`config.mk`:
```
export PLATFORM = sky130hd
export DESIGN_NAME = usart_tx
export DESIGN_NICKNAME = d
export VERILOG_FILES = /design/src/rtl/usart_tx.sv
export SDC_FILE = /design/constraint.sdc
export NUM_CORES = 1
export LEC_CHECK = 0
export BUFFER_PORTS_ARGS = -buffer_cell sky130_fd_sc_hd__buf_2
export CORE_AREA = 2 2 70 65
export DETAILED_ROUTE_END_ITERATION = 10
export DIE_AREA = 0 0 72 67
export GPL_ROUTABILITY_DRIVEN = 0
export HOLD_SLACK_MARGIN = 0.1
export PLACE_DENSITY_LB_ADDON = 0.08
export SKIP_LAST_GASP = 1
export SYNTH_ARGS = -nofsm -noshare
export SYNTH_HDL_FRONTEND = slang
export SYNTH_SLANG_ARGS = --single-unit
```
`constraint.sdc`:
```
create_clock -name clk -period 8.07 [get_ports clk]
set_clock_uncertainty 0.1 [all_clocks]
set_input_delay 0.807 -clock clk [delete_from_list [all_inputs] [get_ports clk]]
set_output_delay 0.807 -clock clk [all_outputs]
set_load 0.05 [all_outputs]
```
`src/rtl/usart_tx.sv`:
```
// Serial transmitter: start bit, LSB-first data, optional parity, stop bit(s).
// A one-entry holding buffer behind valid/ready lets the next byte queue during a frame.
module usart_tx #(
  parameter int unsigned CLK_FREQ  = 100000000,
  parameter int unsigned BAUD_RATE = 115200,
  parameter int unsigned DATA_BIT  = 8,
  parameter int unsigned PARITY    = 0,
  parameter int unsigned STOP_BIT  = 1
) (
  input  logic       clk,
  input  logic       reset,
  input  logic [7:0] data,
  input  logic       valid,
  output logic       ready,
  output logic       tx,
  output logic       busy,
  output logic       done
);

  localparam int unsigned CLKS_PER_BIT = CLK_FREQ / BAUD_RATE;
  localparam int unsigned CNT_W        = $clog2(CLKS_PER_BIT) + 1;
  localparam int unsigned BIT_W        = 3;

  localparam logic [CNT_W-1:0] CNT_LAST  = CNT_W'(CLKS_PER_BIT - 1);
  localparam logic [BIT_W-1:0] DATA_LAST = BIT_W'(DATA_BIT - 1);
  localparam logic [BIT_W-1:0] STOP_LAST = BIT_W'(STOP_BIT - 1);

  typedef enum logic [2:0] {
    S_IDLE,
    S_START,
    S_DATA,
    S_PARITY,
    S_STOP
  } state_t;

  state_t              state, state_nx;
  logic [CNT_W-1:0]    cnt, cnt_nx;
  logic [BIT_W-1:0]    bit_idx, bit_nx;
  logic [DATA_BIT-1:0] shift, shift_nx;
  logic [DATA_BIT-1:0] hold, hold_nx;
  logic                hold_full, hold_full_nx;
  logic                par_bit, par_nx;
  logic                tx_nx, busy_nx, done_nx, ready_nx;
  logic                bit_end;
  logic                load;

  // Only data[DATA_BIT-1:0] matters; the remaining bits are intentionally ignored.
  logic data_unused;
  assign data_unused = ^data;

  // State and datapath registers; outputs are registered from their next values.
  always_ff @(posedge clk or posedge reset) begin
    if (reset) begin
      state     <= S_IDLE;
      cnt       <= '0;
      bit_idx   <= '0;
      shift     <= '0;
      hold      <= '0;
      hold_full <= 1'b0;
      par_bit   <= 1'b0;
      tx        <= 1'b1;
      busy      <= 1'b0;
      done      <= 1'b0;
      ready     <= 1'b1;
    end else begin
      state     <= state_nx;
      cnt       <= cnt_nx;
      bit_idx   <= bit_nx;
      shift     <= shift_nx;
      hold      <= hold_nx;
      hold_full <= hold_full_nx;
      par_bit   <= par_nx;
      tx        <= tx_nx;
      busy      <= busy_nx;
      done      <= done_nx;
      ready     <= ready_nx;
    end
  end

  // Next-state, buffer handshake and next output values.
  always_comb begin
    state_nx     = state;
    cnt_nx       = cnt;
    bit_nx       = bit_idx;
    shift_nx     = shift;
    hold_nx      = hold;
    hold_full_nx = hold_full;
    par_nx       = par_bit;
    load         = 1'b0;
    bit_end      = (cnt == CNT_LAST);

    if (valid && !hold_full) begin
      hold_nx      = data[DATA_BIT-1:0];
      hold_full_nx = 1'b1;
    end

    case (state)
      S_IDLE: begin
        if (hold_full) load = 1'b1;
      end
      S_START: begin
        if (bit_end) begin
          state_nx = S_DATA;
          cnt_nx   = '0;
          bit_nx   = '0;
        end else begin
          cnt_nx = cnt + CNT_W'(1);
        end
      end
      S_DATA: begin
        if (bit_end) begin
          shift_nx = shift >> 1;
          cnt_nx   = '0;
          if (bit_idx == DATA_LAST) begin
            bit_nx   = '0;
            state_nx = (PARITY != 0) ? S_PARITY : S_STOP;
          end else begin
            bit_nx = bit_idx + BIT_W'(1);
          end
        end else begin
          cnt_nx = cnt + CNT_W'(1);
        end
      end
      S_PARITY: begin
        if (bit_end) begin
          state_nx = S_STOP;
          cnt_nx   = '0;
          bit_nx   = '0;
        end else begin
          cnt_nx = cnt + CNT_W'(1);
        end
      end
      S_STOP: begin
        if (bit_end) begin
          cnt_nx = '0;
          if (bit_idx == STOP_LAST) begin
            bit_nx = '0;
            // A queued byte starts its frame with no idle gap.
            if (hold_full) load = 1'b1;
            else           state_nx = S_IDLE;
          end else begin
            bit_nx = bit_idx + BIT_W'(1);
          end
        end else begin
          cnt_nx = cnt + CNT_W'(1);
        end
      end
      default: begin
        state_nx = S_IDLE;
        cnt_nx   = '0;
        bit_nx   = '0;
      end
    endcase

    if (load) begin
      shift_nx     = hold;
      par_nx       = (^hold) ^ (PARITY == 1);
      hold_full_nx = 1'b0;
      state_nx     = S_START;
      cnt_nx       = '0;
      bit_nx       = '0;
    end

    case (state_nx)
      S_START:  tx_nx = 1'b0;
      S_DATA:   tx_nx = shift_nx[0];
      S_PARITY: tx_nx = par_nx;
      default:  tx_nx = 1'b1;
    endcase

    busy_nx  = (state_nx != S_IDLE);
    done_nx  = (state_nx == S_STOP) && (cnt_nx == CNT_LAST) && (bit_nx == STOP_LAST);
    ready_nx = !hold_full_nx;
  end

endmodule

```
# ---- Word-level counts from Yosys, hierarchy flattened
# Cells that the tools add are included.
dict set report totals {
  wordCells 70
  reg_bits 39
  romBits 0
  latchBits 0
  n_memories 0
  ramBits 0
}
dict set report classes {
  bitwise_logic 0
  mux 30
  n_eq_ne 11
  div_mod_pow 0
  add_sub_neg 2
  order_cmp 0
  shifts 0
  n_reduce_logical 15
  mul 0
}
# op n
set ops {}
lappend ops {{2-to-1 mux 3 bit} 14}
lappend ops {{2-to-1 mux 8 bit} 3}
lappend ops {{== test 11 x 10 -> 1 bit (second input constant)} 2}
lappend ops {{2-to-1 mux 11 bit} 2}
lappend ops {{one-hot mux 11 bit (2 select lines)} 1}
lappend ops {{one-hot mux 3 bit (5 select lines)} 1}
lappend ops {{== test 3 x 2 -> 1 bit (second input constant)} 4}
lappend ops {{one-hot mux 3 bit (4 select lines)} 1}
lappend ops {{adder 11 x 1 -> 11 bit (second input constant)} 1}
lappend ops {{== test 3 bit (second input constant)} 3}
lappend ops {{logical NOT 3 bit} 3}
lappend ops {{XOR reduction 8 bit} 1}
lappend ops {{== test 3 x 1 -> 1 bit (second input constant)} 2}
lappend ops {{2-to-1 mux 1 bit} 6}
lappend ops {{nonzero test 2 bit} 2}
lappend ops {{OR reduction 4 bit} 1}
lappend ops {{adder 3 x 1 -> 3 bit (second input constant)} 1}
lappend ops {{logical AND 1 bit} 3}
lappend ops {{one-hot mux 1 bit (3 select lines)} 1}
lappend ops {{nonzero test 3 bit} 1}
lappend ops {{logical NOT 1 bit} 2}
lappend ops {{one-hot mux 1 bit (2 select lines)} 1}
lappend ops {{AND reduction 2 bit} 1}
lappend ops {{OR reduction 2 bit} 1}

# ---- Logic depth before layout (Yosys ltp)
# Gate-level depths: netlist (run 1).
dict set report logic_depth {
  word_depth 8
  mapped_depth 9
}

# ---- Worst setup path after synthesis (run 1)
# OpenSTA, ideal clock, no wires.
dict set report synth_timing {
  path_type {register to register}
  from {register cnt[0]}
  to {register done}
  setup_slack_ns 5.456
  path_stages_with_launch 10
  arrival_time_ns 2.418
  required_ns 7.874
  cell_sequence {dfrtp_1 -> ha_1 -> buf_4 -> or4b_4 -> or3_4 -> buf_6 -> nor2_2 -> nor3_1 -> or3b_1 -> nor4_2}
}
dict set report synth_between {
  elab_chain_len 7
  word_cells_on_any_way 23
}
# item line
set synth_lines {}
lappend synth_lines {{start: declaration} 37} ;# logic [CNT_W-1:0] cnt, cnt_nx;
lappend synth_lines {{start signal: assignment} 67} ;# cnt <= cnt_nx;
lappend synth_lines {{adder 11 x 1 -> 11 bit / == test 11 x 10 -> 1 bit (equally long branches)} n/a}
lappend synth_lines {{2-to-1 mux 11 bit, or another cell as far along} n/a}
lappend synth_lines {{one-hot mux 11 bit (2 select lines), or another cell as far along} 97} ;# case (state)
lappend synth_lines {{2-to-1 mux 11 bit / 2-to-1 mux 3 bit (equally long branches)} 155} ;# if (load) begin
lappend synth_lines {{== test 11 x 10 -> 1 bit / == test 3 bit (equally long branches)} 172} ;# done_nx = (state_nx == S_STOP) && (cnt_nx == CNT_LAST) && (bit_nx == STOP_LAST);
lappend synth_lines {{logical AND 1 bit} 172}
lappend synth_lines {{logical AND 1 bit (*)} 172}
lappend synth_lines {{net done_nx} 43} ;# logic tx_nx, busy_nx, done_nx, ready_nx;
lappend synth_lines {{end signal: assignment} 75} ;# done <= done_nx;
lappend synth_lines {{end: declaration} 17} ;# output logic done
# The timed path passes the listed nets; every way through them passes the cells marked *.
# A chain may end at the register's enable or synchronous reset.

# ---- Final worst setup path (run 1)
# Same ends and word-level chain as after synthesis.

==> results of run 1 <==
## cell families (layout without fill, tap and decap cells)
| kind of cell | after synthesis | in the layout | share of synthesized area |
|---|---|---|---|
| compound gates | 42 | 42 | 0.141 |
| flops | 39 | 39 | 0.447 |
| fa+ha+maj | 5 | 5 | 0.0274 |
| buf+inv | 20 | 32 | 0.0411 |
| xor+xnor | 15 | 15 | 0.0600 |
| mux | 10 | 10 | 0.0508 |
| simple gates | 92 | 92 | 0.233 |
## cell usage after synthesis (2+ instances only)
| cell | instances | area [µm²] |
|---|---|---|
| o21ai_0 | 5 | 25.0 |
| a2bb2oi_1 | 2 | 17.5 |
| a21oi_1 | 4 | 20.0 |
| or3_1 | 3 | 18.8 |
| xnor2_1 | 8 | 70.1 |
| dfstp_2 | 2 | 52.6 |
| a211oi_1 | 3 | 22.5 |
| nand2b_1 | 2 | 12.5 |
| and3_1 | 3 | 18.8 |
| nor3_1 | 9 | 45.0 |
| o211a_1 | 2 | 20.0 |
| nor3b_1 | 2 | 15.0 |
| a31oi_1 | 5 | 31.3 |
| dfrtp_1 | 37 | 926 |
| nand3_1 | 5 | 25.0 |
| nand4_1 | 4 | 25.0 |
| a22oi_1 | 6 | 45.0 |
| o31ai_1 | 2 | 15.0 |
| nor2_1 | 18 | 67.6 |
| o211ai_1 | 2 | 15.0 |
| inv_1 | 8 | 30.0 |
| clkbuf_1 | 5 | 18.8 |
| ha_1 | 4 | 50.1 |
| buf_2 | 3 | 15.0 |
| nor2b_1 | 2 | 12.5 |
| nand4b_1 | 3 | 26.3 |
| or2_2 | 2 | 12.5 |
| o32ai_1 | 2 | 17.5 |
| nand2_1 | 24 | 90.1 |
| mux2_2 | 9 | 101 |
| nor4_1 | 2 | 12.5 |
| nor2_2 | 2 | 12.5 |
| xor2_1 | 7 | 61.3 |
## power by group through the flow
stage,sequential (mW),clock [mW],combinational (mW)
after floorplan,0.308,0,0.197
after global placement,0.315,0,0.231
after detailed placement,0.319,0,0.237
after CTS,0.315,0.176,0.239
after global routing,0.327,0.183,0.261
final,0.316,0.172,0.234
## worst reg2reg max path, cell delays in order (launching register included)
cell and delay [ps]:
dfrtp_1 450, ha_1 340, or4b_4 520, nor4_1 300
o221a_2 400, o32ai_1 130, or4b_1 540, nor4_2 150
## registers in the layout, indices dropped and copies added, names as in the netlist, 3 cells and up
register  flops
bit_idx       3
cnt          11
hold          8
shift         8
state         3
## stage by stage
| stage | setup slack [ps] | hold slack, ps | area, µm² |
|---|---|---|---|
| detailed placement | 5050 | 364 | 2270 |
| finish | 5050 | 388 | 2390 |
| global placement | 5240 | 364 | 2270 |
| CTS | 5030 | 386 | 2390 |
| global route | 4800 | 430 | 2390 |
| floorplan | 5460 | 346 | 2190 |
## area by class of cell
class	count	area share
Clock buffer	5	0.0288
Clock inverter	3	0.0199
Inverter	9	0.0141
Multi-Input combinational cell	164	0.470
Sequential cell	39	0.410
Tap cell	48	0.0251
Timing Repair Buffer	15	0.0325
## metal layers
layer	vias to the layer above	wire length, µm
met5	-	0
met4	0	110
met3	15	249
met2	61	2180
met1	816	2030
li1	834	-
## final timing paths
path	depth (start not counted)	slack, ps	end
min in group asynchronous	3	500	hold[4]$_DFFE_PP0P_
min	2	390	shift[5]$_DFFE_PP0P_
max	7	5050	done$_DFF_PP0_
min reg2reg	2	390	shift[5]$_DFFE_PP0P_
max in group asynchronous	3	7010	tx$_DFF_PP1_
max reg2reg	7	5050	done$_DFF_PP0_
==> impl_metrics.env, run 1 <==
export IMPL_multi_input_area_mm2=0.00112
export IMPL_drtIter0Drc=274
export IMPL_met2_usage=0.363
export IMPL_start_kind="flip-flop"
export IMPL_relSlewSlack=0.394
export IMPL_fin_crit_ps=3020
export IMPL_rows=22
export IMPL_p_sw_frac=0.350
export IMPL_cts_setup_buffers=0
export IMPL_hold_viol=0
export IMPL_cts_max_level=2
export IMPL_worstHoldStart="shift[5]$_DFFE_PP0P_"
export IMPL_cts_resized=0
export IMPL_grt_pass1_vias=1706
export IMPL_crit_buf_inv=0
export IMPL_synth_fp_nets=238
export IMPL_grt_setup_unrepaired="no"
export IMPL_arrival_ps=3130
export IMPL_use_met3=0.0454
export IMPL_die_height_um=67
export IMPL_via_per_inst=6.10
export IMPL_grt_first_pass_wirelength_um=8030
export IMPL_drc_errors=0
export IMPL_grt_antenna_before_repair=0
export IMPL_setup_viol=0
export IMPL_reg2reg_from="cnt[0]$_DFF_PP0_"
export IMPL_root_buffer="clkbuf_8"
export IMPL_grtUsageMet1=0.283
export IMPL_placed_cells=275
export IMPL_first_pass_iters=4
export IMPL_synth_edf_count=0
export IMPL_syn_area_mm2=0.00219
export IMPL_wire_per_inst_um=16.1
export IMPL_ys_seq_area_frac=0.447
export IMPL_grt_overflow=0
export IMPL_drive_gt1_frac=0.196
export IMPL_holdBufCountCts=0
export IMPL_antenna_cells=0
export IMPL_io_pin_count=15
export IMPL_ys_ff_latch=39
export IMPL_power_uw=722
export IMPL_outcome="completed"
export IMPL_dieWidth_um=72
export IMPL_leakage_nw=1.07
export IMPL_tightestPinTransition_ps=902
export IMPL_cp_end_kind="flip-flop"
export IMPL_regArea_um2=978
export IMPL_timing_final_crit_share=0.374
export IMPL_start_util=0.541
export IMPL_cp_top_family="simple AND/OR/NAND/NOR gates"
export IMPL_clk_latency_ps=300
export IMPL_fin_util=0.590
export IMPL_cts_sinks=39
export IMPL_grt_max_degree=40
export IMPL_ant_nets=0
export IMPL_critPathLaunch="cnt[0]$_DFF_PP0_"
export IMPL_p_int_uw=469
export IMPL_combPwrFrac=0.325
export IMPL_path_cells="ha_1 -> or4b_4 -> nor4_1 -> o221a_2 -> o32ai_1 -> or4b_1 -> nor4_2"
export IMPL_fill_cells=372
export IMPL_cts_tree="built"
export IMPL_syn_avg_cell_area_um2=9.82
export IMPL_seq_power_share=0.437
export IMPL_final_cell_mix="dfrtp_1, nand2_1, nor2_1, buf_2"
export IMPL_ir_drop_mv=0.218
export IMPL_route_vias_total=1726
export IMPL_p_per_area_mw_per_mm2=302
export IMPL_final_common_cell="dfrtp_1"
export IMPL_routed_wl_um=4570
export IMPL_switchingPower_uw=253
export IMPL_slew_viol_final=0
export IMPL_crit_fanout=11
export IMPL_cts_buffers=5
export IMPL_drv_cap=0
export IMPL_final_nets=249
export IMPL_cts_max_path_buffers=2
export IMPL_dieArea_mm2=0.00482
export IMPL_max_freq_ghz=0.332
export IMPL_path_class="flip-flop to flip-flop"
export IMPL_gr_usage_all_layers=0.221
export IMPL_required_ps=8190
export IMPL_grt_busiest_layer="met2"
export IMPL_synth_yosys_warnings=0
export IMPL_cp_slowest_stage_delay_ps=540
export IMPL_dp_hpwl_um=3340
export IMPL_ys_types=59
export IMPL_core_area_mm2=0.00405
export IMPL_area_growth_pct=9.02
export IMPL_instances_no_fill=283
export IMPL_tns_ps=0
export IMPL_syn_instance_count=223
export IMPL_yosys_most_used_dff="dfrtp_1"
export IMPL_slowest_stage="or4b_1"
export IMPL_hold_class="flip-flop to flip-flop"
export IMPL_async_flop_share=1.00
export IMPL_portBuffers=14
export IMPL_clk_pin_slew_worst_paths_ps=80
export IMPL_p_clk_frac=0.238
Note: power is estimated with default switching activity, not from simulation.
==> run 2, diff against run 1 <==
- ABC_AREA: unset -> 1
- CORE_AREA: 2 2 70 65 -> 2 2 71 67
- DIE_AREA: 0 0 72 67 -> 0 0 73 69
- clock period: 8.07 -> 2.7 ns (I/O delays scaled with it)
==> run 2 against run 1 <==
Effect of this change: routed wire length rose by 3.0%; via count rose by 7.9%; sequential cell count did not move; sequential power rose to 3.0 times the previous value; combinational power rose to 3.1 times the previous value; critical path depth rose by 3; clock-buffer cell count rose by 1; fmax rose by 28%; final cell count rose by 28%; register-to-register slack got worse by 4700 ps; hold slack got worse by 280 ps; utilization fell by 0.26 points.
==> impl_metrics.env, run 2 <==
export IMPL_outcome="completed"
export IMPL_path_class="flip-flop to flip-flop"
export IMPL_drtIter0Drc=192
export IMPL_gr_usage_all_layers=0.210
export IMPL_crit_fanout=19
export IMPL_yosys_top_cells_count="nand2_1, inv_1, dfrtp_1, nor2_1, nand3_1"
export IMPL_synth_area_top_cells="dfrtp_1, nand2_1, inv_1"
export IMPL_drc_errors=0
export IMPL_drv_cap=0
export IMPL_worstHoldStart="data[1]"
export IMPL_synth_top_cell_area_share=0.414
export IMPL_timing_reg2reg_setup_slack_ps=340
export IMPL_start_kind="flip-flop"
export IMPL_grt_antenna_before_repair=0
export IMPL_syn_area_mm2=0.00224
export IMPL_synth_yosys_warnings=0
export IMPL_syn_instance_count=290
export IMPL_grt_overflow=0
export IMPL_synth_fp_nets=305
export IMPL_r2r_end="tx$_DFF_PP1_"
export IMPL_dieWidth_um=73
export IMPL_rows=23
export IMPL_setup_viol=0
export IMPL_ys_ff_latch=39
export IMPL_via_per_inst=5.13
export IMPL_synth_edf_count=0
export IMPL_start_util=0.521
export IMPL_instances_no_fill=363
export IMPL_cts_sinks=39
export IMPL_root_buffer="clkbuf_8"
export IMPL_dp_hpwl_um=3380
export IMPL_route_vias_total=1862
export IMPL_final_nets=327
export IMPL_ys_seq_area_frac=0.438
export IMPL_largest_reg_flops=11
export IMPL_final_cell_mix="nand2_1, inv_1, dfrtp_1, nor2_1, nand3_1"
export IMPL_hold_end="hold[1]$_DFFE_PP0P_"
export IMPL_regMostFlops="cnt"
export IMPL_final_common_cell="nand2_1"
export IMPL_antenna_cells=0
export IMPL_routed_wl_um=4710
export IMPL_cts_setup_buffers=0
export IMPL_ir_drop_mv=0.453
export IMPL_cts_max_path_buffers=2
export IMPL_wire_per_inst_um=13.0
export IMPL_timing_final_crit_share=0.875
export IMPL_cts_tree="built"
export IMPL_cts_max_level=2
export IMPL_arrival_ps=2480
export IMPL_tns_ps=0
export IMPL_cts_buffers=5
export IMPL_grt_max_degree=40
export IMPL_relSlewSlack=0.677
export IMPL_cp_end_kind="flip-flop"
export IMPL_die_height_um=69
export IMPL_grt_first_pass_wirelength_um=8240
export IMPL_fin_util=0.588
export IMPL_async_flop_share=1.00
export IMPL_first_pass_iters=5
export IMPL_grt_pass1_vias=1725
export IMPL_io_pin_count=15
export IMPL_top_regs="cnt (11), hold (8), shift (8)"
export IMPL_placed_cells=351
export IMPL_dieArea_mm2=0.00504
export IMPL_fin_crit_ps=2360
export IMPL_cts_resized=0
export IMPL_leakage_nw=1.32
export IMPL_reg2reg_from="cnt[0]$_DFF_PP0_"
export IMPL_rr_worst_depth=10
export IMPL_hold_depth=2
export IMPL_yosys_most_used_dff="dfrtp_1"
export IMPL_hold_class="primary input to flip-flop"
export IMPL_ant_nets=0
export IMPL_ys_types=30
export IMPL_area_growth_pct=12.7
export IMPL_slew_viol_final=0
export IMPL_p_per_area_mw_per_mm2=886
export IMPL_holdBufCountCts=3
export IMPL_hold_viol=0
export IMPL_clk_pin_slew_worst_paths_ps=80
export IMPL_core_area_mm2=0.00429
export IMPL_fin_area_mm2=0.00252
export IMPL_portBuffers=14
export IMPL_tightestPinTransition_ps=484
export IMPL_yosysMostFrequentCell="nand2_1"
export IMPL_syn_avg_cell_area_um2=7.71
export IMPL_clk_latency_ps=290
export IMPL_placed_area_mm2=0.00235
export IMPL_drive_gt1_frac=0.150
export IMPL_required_ps=2820
export IMPL_grt_setup_unrepaired="no"
export IMPL_yosysTopAreaCell="dfrtp_1"
export IMPL_max_freq_ghz=0.423
run 2: how the worst max path moves through the flow:
stage | start | endpoint | slack (ps) | cells after the start
floorplan | cnt[0]$_DFF_PP0_ | shift[2]$_DFFE_PP0P_ | 940 | 9
finish | cnt[0]$_DFF_PP0_ | tx$_DFF_PP1_ | 340 | 10
CTS | cnt[0]$_DFF_PP0_ | tx$_DFF_PP1_ | 350 | 10
global placement | cnt[0]$_DFF_PP0_ | done$_DFF_PP0_ | 490 | 11
global route | cnt[0]$_DFF_PP0_ | done$_DFF_PP0_ | 80 | 10
detailed placement | cnt[0]$_DFF_PP0_ | done$_DFF_PP0_ | 390 | 11
run 2: layout make-up:
cell class                 count  area (µm²)
clock buffer                   6        72.6
clock inverter                 2        60.1
fill                         391        1770
inverter                      45         170
multi-input combinational    201        1050
sequential                    39         978
tap                           50        62.6
timing repair buffer          20         125
run 2: where the power goes:
group	switching [mW]	total (mW)	internal [mW]
clock network	0.208	0.578	0.369
registers	0.164	0.933	0.769
logic	0.414	0.722	0.308
run 2: critical path, stage by stage, from the launching register on:
cell and delay (ps):
dfrtp_1 440, ha_1 270, nand2_1 70, nor2_1 120
nand3_2 270, o21ai_0 340, nand2_2 280, o211ai_1 170
nand2_1 90, nand2_1 60, nand3_1 70
run 2: stage by stage:
| stage | total power, mW | setup WS (ps) | hold slack, ps |
|---|---|---|---|
| finish | 2.23 | 339 | 109 |
| detailed placement | 1.66 | 395 | 316 |
| floorplan | 1.50 | 940 | 260 |
| CTS | 2.25 | 346 | 102 |
| global placement | 1.66 | 491 | 314 |
| global route | 2.42 | 78.2 | 104 |
run 2: logic make-up (layout without fill, tap and decap cells):
logic type,after synthesis,in the layout,synth area share
multiplexers,7,7,0.0353
AO/OA/AOI/OAI,29,29,0.0767
AND/OR/NAND/NOR,153,153,0.304
flip-flops,39,39,0.438
adder cells (fa/ha/maj),4,4,0.0224
XOR/XNOR,8,8,0.0313
buffers and inverters,50,73,0.0923
run 2: per-layer routing:
metal / GRT usage / vias up / wire (µm)
met2: 0.289 / 43 / 2080
met5: 0 / - / 0
met1: 0.321 / 853 / 2300
met3: 0.0482 / 7 / 267
met4: 0.0658 / 0 / 61
li1: - / 959 / -
